==> src/rtl/srl_delay_ctrl.sv <==
// Sample-count delay line: an unreset shift chain (maps onto SRL primitives)
// plus the control that gates the shift, tracks fill, picks the read tap and drains on flush.
module srl_delay_ctrl #(
    parameter int WIDTH       = 8,
    parameter int DEPTH       = 16,
    parameter int DEFAULT_LEN = 8,
    parameter int LEN_W       = $clog2(DEPTH + 1)
) (
    input  logic             clk_i,
    input  logic             rst_i,
    input  logic             in_valid_i,
    output logic             in_ready_o,
    input  logic [WIDTH-1:0] in_data_i,
    output logic             out_valid_o,
    output logic [WIDTH-1:0] out_data_o,
    output logic             out_last_o,
    input  logic             cfg_load_i,
    input  logic [LEN_W-1:0] cfg_len_i,
    output logic             cfg_err_o,
    input  logic             flush_req_i,
    output logic [LEN_W-1:0] fill_level_o,
    output logic             busy_o
);

    typedef enum logic [1:0] {
        FILL,
        RUN,
        FLUSH
    } state_e;

    state_e             state_q;
    logic [LEN_W-1:0]   len_q;
    logic [LEN_W-1:0]   fill_q;
    logic [LEN_W-1:0]   flushCnt_q;
    logic               outValid_q;
    logic               outLast_q;
    logic [WIDTH-1:0]   outData_q;
    logic               cfgErr_q;
    logic [WIDTH-1:0]   chain_q [DEPTH];

    logic               push;
    logic               cfgLenOk;
    logic [LEN_W-1:0]   tapIdx;
    logic [WIDTH-1:0]   tapData;
    logic [LEN_W-1:0]   fillInc_d;

    assign in_ready_o = (state_q != FLUSH) && !flush_req_i && !cfg_load_i;
    assign push       = in_valid_i && in_ready_o;
    assign cfgLenOk   = (cfg_len_i != '0) && (cfg_len_i <= LEN_W'(DEPTH));
    assign fillInc_d  = fill_q + LEN_W'(1);

    // The data chain carries no reset so synthesis can pack it into shift-register primitives.
    always_ff @(posedge clk_i) begin
        if (push) begin
            chain_q[0] <= in_data_i;
            for (int i = 1; i < DEPTH; i++) begin
                chain_q[i] <= chain_q[i-1];
            end
        end
    end

    // Dynamic tap: the oldest held sample while draining, otherwise the sample len pushes back.
    always_comb begin
        tapIdx  = (state_q == FLUSH) ? (flushCnt_q - LEN_W'(1)) : (len_q - LEN_W'(1));
        tapData = '0;
        for (int i = 0; i < DEPTH; i++) begin
            if (tapIdx == LEN_W'(i)) begin
                tapData = chain_q[i];
            end
        end
    end

    always_ff @(posedge clk_i) begin
        if (rst_i) begin
            state_q    <= FILL;
            len_q      <= LEN_W'(DEFAULT_LEN);
            fill_q     <= '0;
            flushCnt_q <= '0;
            outValid_q <= 1'b0;
            outLast_q  <= 1'b0;
            outData_q  <= '0;
            cfgErr_q   <= 1'b0;
        end else begin
            outValid_q <= 1'b0;
            outLast_q  <= 1'b0;
            cfgErr_q   <= 1'b0;
            if (cfg_load_i && cfgLenOk) begin
                // A new length discards held samples and aborts any drain silently.
                len_q      <= cfg_len_i;
                fill_q     <= '0;
                flushCnt_q <= '0;
                state_q    <= FILL;
            end else begin
                if (cfg_load_i) begin
                    cfgErr_q <= 1'b1;
                end
                unique case (state_q)
                    FILL: begin
                        if (flush_req_i && !cfg_load_i) begin
                            if (fill_q != '0) begin
                                flushCnt_q <= fill_q;
                                state_q    <= FLUSH;
                            end
                        end else if (push) begin
                            fill_q <= fillInc_d;
                            if (fillInc_d == len_q) begin
                                state_q <= RUN;
                            end
                        end
                    end
                    RUN: begin
                        if (flush_req_i && !cfg_load_i) begin
                            flushCnt_q <= fill_q;
                            state_q    <= FLUSH;
                        end else if (push) begin
                            outValid_q <= 1'b1;
                            outData_q  <= tapData;
                        end
                    end
                    FLUSH: begin
                        outValid_q <= 1'b1;
                        outData_q  <= tapData;
                        flushCnt_q <= flushCnt_q - LEN_W'(1);
                        fill_q     <= fill_q - LEN_W'(1);
                        if (flushCnt_q == LEN_W'(1)) begin
                            outLast_q <= 1'b1;
                            fill_q    <= '0;
                            state_q   <= FILL;
                        end
                    end
                    default: begin
                        state_q <= FILL;
                    end
                endcase
            end
        end
    end

    assign out_valid_o  = outValid_q;
    assign out_data_o   = outData_q;
    assign out_last_o   = outLast_q;
    assign cfg_err_o    = cfgErr_q;
    assign fill_level_o = fill_q;
    assign busy_o       = (state_q == FLUSH);

endmodule

==> config.mk <==
export PLATFORM = sky130hd
export DESIGN_NAME = srl_delay_ctrl
export DESIGN_NICKNAME = d
export VERILOG_FILES = /design/src/rtl/srl_delay_ctrl.sv
export SDC_FILE = /design/constraint.sdc
export NUM_CORES = 1
export LEC_CHECK = 0
export CORE_UTILIZATION = 54
export DETAILED_ROUTE_END_ITERATION = 8
export GPL_TIMING_DRIVEN = 1
export PLACE_DENSITY = 0.76
export SLEW_MARGIN = 0
export SYNTH_ARGS = -nofsm -noshare
export SYNTH_HDL_FRONTEND = slang
export SYNTH_SLANG_ARGS = --single-unit
==> constraint.sdc <==
create_clock -name clk_i -period 7.45 [get_ports clk_i]
set_input_delay 1.1175 -clock clk_i [delete_from_list [all_inputs] [get_ports clk_i]]
set_output_delay 1.1175 -clock clk_i [all_outputs]
set_load 0.03 [all_outputs]
Word-level counts from Yosys, hierarchy flattened. Memory sizes are Yosys's and may differ from the RTL's. Cells that the tools add are included.

Memories kept: 1. Bits in read-only memories: 0. Logic and storage cells: 109. Output and inout port bits: 18. Flip-flop bits (word level): 28. Bits in latches: 0. Bits in writable memories: 128. Input port bits: 18.

Memory list: chain_q (words 16, bits a word 8, rd ports 16, clocked after Yosys merged registers in 0, wr ports 16, RTL line 39) `logic [WIDTH-1:0] chain_q [DEPTH];`.

Reductions and logical operators: 21. $lt $le $gt $ge: 1. Div/mod/pow operators: 0. Shift operators: 0. Multiply operators: 0. $add $sub $neg: 4. Muxes and demuxes: 41. Eq/ne operators: 31. Bitwise logic cells: 2.

Operators with widths (count): $mux W8 (18); $eq A5 B4 Y1 const B (8); $mux W5 (7); $eq A5 B3 Y1 const B (4); $ne A2 B2 Y1 const B (8); $pmux W8 S2 (1); $pmux W5 S3 (1); $sub A5 B1 Y5 const B (3); $mux W2 (6); $eq A5 B1 Y1 const B (2); $eq A5 B2 Y1 const B (2); $pmux W5 S2 (1); $reduce_bool A5 Y1 (2); $ne A3 B3 Y1 const B (3); $reduce_and A4 Y1 (2); $logic_and A1 B1 Y1 (6); $pmux W2 S3 (1); $add A5 B1 Y5 const B (1); $eq A5 B5 Y1 (1); $le A5 B5 Y1 const B (1); $logic_not A5 Y1 (1); $mux W1 (5); $reduce_and A5 Y1 (1); $reduce_bool A2 Y1 (2); other kinds (11) (13).

Logic depth before layout (Yosys ltp).
Depth after elaboration: 22. Gate-level depth with buffers: 13. Mapped depth without buffers: 9.

Worst setup path before layout. Ideal clock, no wire load.

Kind: input port to flip-flop. Start: input port cfg_load_i. End: register outData_q[4], in the netlist out_data_o[4]. Setup slack: 0.398 ns. Data arrival time: 6.974 ns. Cell stages on the path: 7. Setup time: 0.078 ns. Path through: buf_2 > nor4b_4 > mux2_2 > a21boi_2 > nand2b_1 > or3_1 > a32oi_1.

Cells in the longest elaborated chain, start to end: 5. Elaborated cells on any way between the ends: 9. Those cells by class: eq/ne (2); bitwise (1); reduce/logical (6).

Ends and longest elaborated chain: start, declared (RTL line 17) `input logic cfg_load_i,`; $logic_not A1 Y1 (RTL line 47) `assign in_ready_o = (state_q != FLUSH) && !flush_req_i && !cfg_load_i;`; $logic_and A1 B1 Y1 (RTL line 47); $logic_and A1 B1 Y1 (RTL line 48) `assign push = in_valid_i && in_ready_o;`; via push (RTL line 41) `logic push;`; $ne A2 B2 Y1 (no line); $reduce_and A4 Y1 (no line); end signal, assigned (RTL line 117) `outData_q <= tapData;`; end signal, assigned (RTL line 122) `outData_q <= tapData;`; end, declared (RTL line 37) `logic [WIDTH-1:0] outData_q;`.

The timed path passes the listed nets, and every way through them passes these cells. A chain may end at the register's enable or synchronous reset.

Final worst setup path.
Start: input port cfg_load_i. End: output port in_ready_o.

Cells in the longest elaborated chain, start to end: 2.

Ends and longest elaborated chain: $logic_not A1 Y1 (RTL line 47); $logic_and A1 B1 Y1 (RTL line 47); end, declared (RTL line 12) `output logic in_ready_o,`.

No other way between the ends.

==> reports/qor.yml <==
gp_congestion: 0.858
yosys.area.top_type: "edfxtp_1"
io_buffers: 35
drtAntennaViolNets: 0
die_h_um: 117
postSynthAreaPerCell_um2: 12.2
cpMaxStageDelayCell: "clkdlybuf4s50_1"
drive_gt1_share_pct: 11.0
drt_pass1_iterations: 5
hold_depth: 0
htreeDepth: 4
clock-skew-final_ns: 0.00652
dr_total_vias: 4927
synth.top_cell.area_share_pct: 54.0
diodes: 0
synth_cells: 583
synth_common_cells: "edfxtp_1, nand2_1, nor2_1"
initial_core_util_pct: 55.9
synth_area_um2: 7110
drtIter0Drc: 485
worst_path_most_repeated_cell: "clkdlybuf4s50_1"
yosysWarnings: 0
r2r_slack_ns: 4.02
crit_chain: "clkdlybuf4s50_1, nor3_1, clkdlybuf4s50_1"
hold_path_class: "register to register"
syn_nets: 611
fp.dieW_um: 117
nets: 643
crit_buf_inv: 2
slew_violations: 0
grt_pass1_wl_um: 25300
crit_path_end_kind: "output port"
hpwl_um: 10300
synth-edff-count: 128
finalHoldViolCount: 0
path_class: "input pin to output port"
crit-reg2reg-launch: "state_q[0]"
start_kind: "input pin"
yosys.cell_types.count: 78
finalCriticalPeriod_ns: 3.77
postCtsSetupRepairBufs: 0
fp.coreArea_um2: 12700
synth_most_common_cell: "edfxtp_1"
numCtsBuffers: 17
relSlewSlack_pct: 28.5
overflow: 0
die_area_um2: 13600
leakagePower_uw: 0.00274
rsz0062_at_grt: "no"
power.density_nw_per_um2: 296
place_inst: 768
row_count: 41
antenna_found_initial: 0
ios: 36
wire_per_inst_um: 19.8
crit_family: "buffers and inverters"
period_share_pct: 50.6
ys_seq_area_share_pct: 61.9
cts.sink_count: 156
final_cells: 800
slowest_delay_ns: 0.71
r2r_end: "out_data_o[2]"
worstMarginPinSlew_ns: 1.07
cts.clk_slew.worst_paths_ns: 0.06
drt-total-wl_um: 15800
grt_start_max_net_pins: 90
status: "complete, no violations"
clock_latency_ns: 0.43
r2r.worst_path.cells: 11
area_growth_pct: 15.0
root_buffer: "clkbuf_16"
cts_buffer_depth: 2
max-cap-violations: 0
fmax_mhz: 265
hold_path.startpoint: "chain_q[0][54]"
cts_tree: "built"
cts_resized: 0
grt_util_all_layers_pct: 25.4
cts-hold-fix-buffers: 0
synthArstFlopShare_pct: 0
ys_seq_elements: 156
finalSetupTns_ns: 0
ys.flop_type: "edfxtp_1"
ir_drop_v: 0.000195
worstPathArrival_ns: 2.65
grt_pass1_vias: 4656
crit_fanout: 9
drc: 0
vias_per_cell: 6.16
hold_end: "chain_q[0][62]"
synthTopCellsByArea: "edfxtp_1, dfxtp_1, nand2_1, a21oi_1, nor2_1"
cp_data_required_time_ns: 6.33
setup_viol: 0
[per-layer routing]
| layer | routed length (um) | track usage, % |
|---|---|---|
| met5 | 0 | 0 |
| met1 | 6830 | 35.3 |
| met4 | 330 | 10.5 |
| met2 | 7250 | 37.7 |
| met3 | 1410 | 7.16 |
[area by class of cell]
class	count	area, um2
clock buffers	19	433
repair buffers	43	410
clock inverters	13	173
inverters	14	52.6
flip-flops and latches	156	4400
well taps	172	215
fillers	989	4540
multi-input cells	383	2490
[state kept, by name, indices dropped and copies added (netlist names)]
register	flops
cfg_err_o	1
fill_level_o	5
chain_q	128
out_valid_o	1
out_last_o	1
state_q	2
out_data_o	8
len_q	5
flushCnt_q	5
[report_power, final]
group,total (uW),switching (uW),internal [uW]
logic,509,336,174
clock network,892,336,556
registers,1020,29.4,988
[per-stage QoR]
step | power, uW | utilization, % | hold WS (ns) | cell area (um2) | worst slack (ns)
after global routing | 2510 | 64.3 | 0.457 | 8180 | 3.62
after global placement | 1530 | 59.5 | 0.429 | 7570 | 3.53
final | 2420 | 64.3 | 0.445 | 8180 | 3.68
after CTS | 2430 | 64.3 | 0.443 | 8180 | 3.66
after detailed placement | 1540 | 59.5 | 0.428 | 7570 | 3.44
after floorplan | 1390 | - | 0.417 | 7110 | 0.398
[worst max path at each step]
| stage | from | end | slack, ns | depth (start not counted) |
|---|---|---|---|---|
| 2_1_floorplan | cfg_load_i | out_data_o[4] | 0.40 | 7 |
| 3_3_place_gp | cfg_load_i | out_data_o[4] | 3.53 | 8 |
| 3_5_place_dp | cfg_load_i | out_data_o[4] | 3.44 | 8 |
| 4_1_cts | cfg_load_i | in_ready_o | 3.66 | 3 |
| 5_1_grt | cfg_load_i | in_ready_o | 3.62 | 3 |
| 6_report | cfg_load_i | in_ready_o | 3.68 | 3 |
[cell usage in the layout (no fill, tap or decap), drive strengths merged, types with 4 or more instances in the layout]
cell           count
xor2               5
nand2             62
nand2b             5
o2bb2ai            4
o211ai             4
o21ai             23
clkinv             5
ha                10
a21oi             41
nor2              53
a221oi             4
xnor2              7
a31oi              9
inv               15
mux2i             12
mux2               7
a32oi              4
o31a               4
a22oi              8
nor4               6
buf                8
a211oi             7
dfxtp             28
edfxtp           128
and2               4
clkdlybuf4s50     35
o22ai              8
clkbuf            19
bufinv             4
nor3b              4
nor3              21
nor2b              4
nand3             16
or3                5
[cells by family (layout without fill, tap and decap cells)]
kind of cell	Yosys count	in the layout	share of synthesized area, %
AOI/OAI and AO/OA	149	149	14.8
xor gates and xnor gates	12	12	1.48
adders and majority gates	10	10	1.76
buffers and inverters	44	89	3.06
DFF	156	156	61.9
muxes	21	21	3.92
and+or+nand+nor	191	191	13.1
Power figures use the tool's default switching activity.
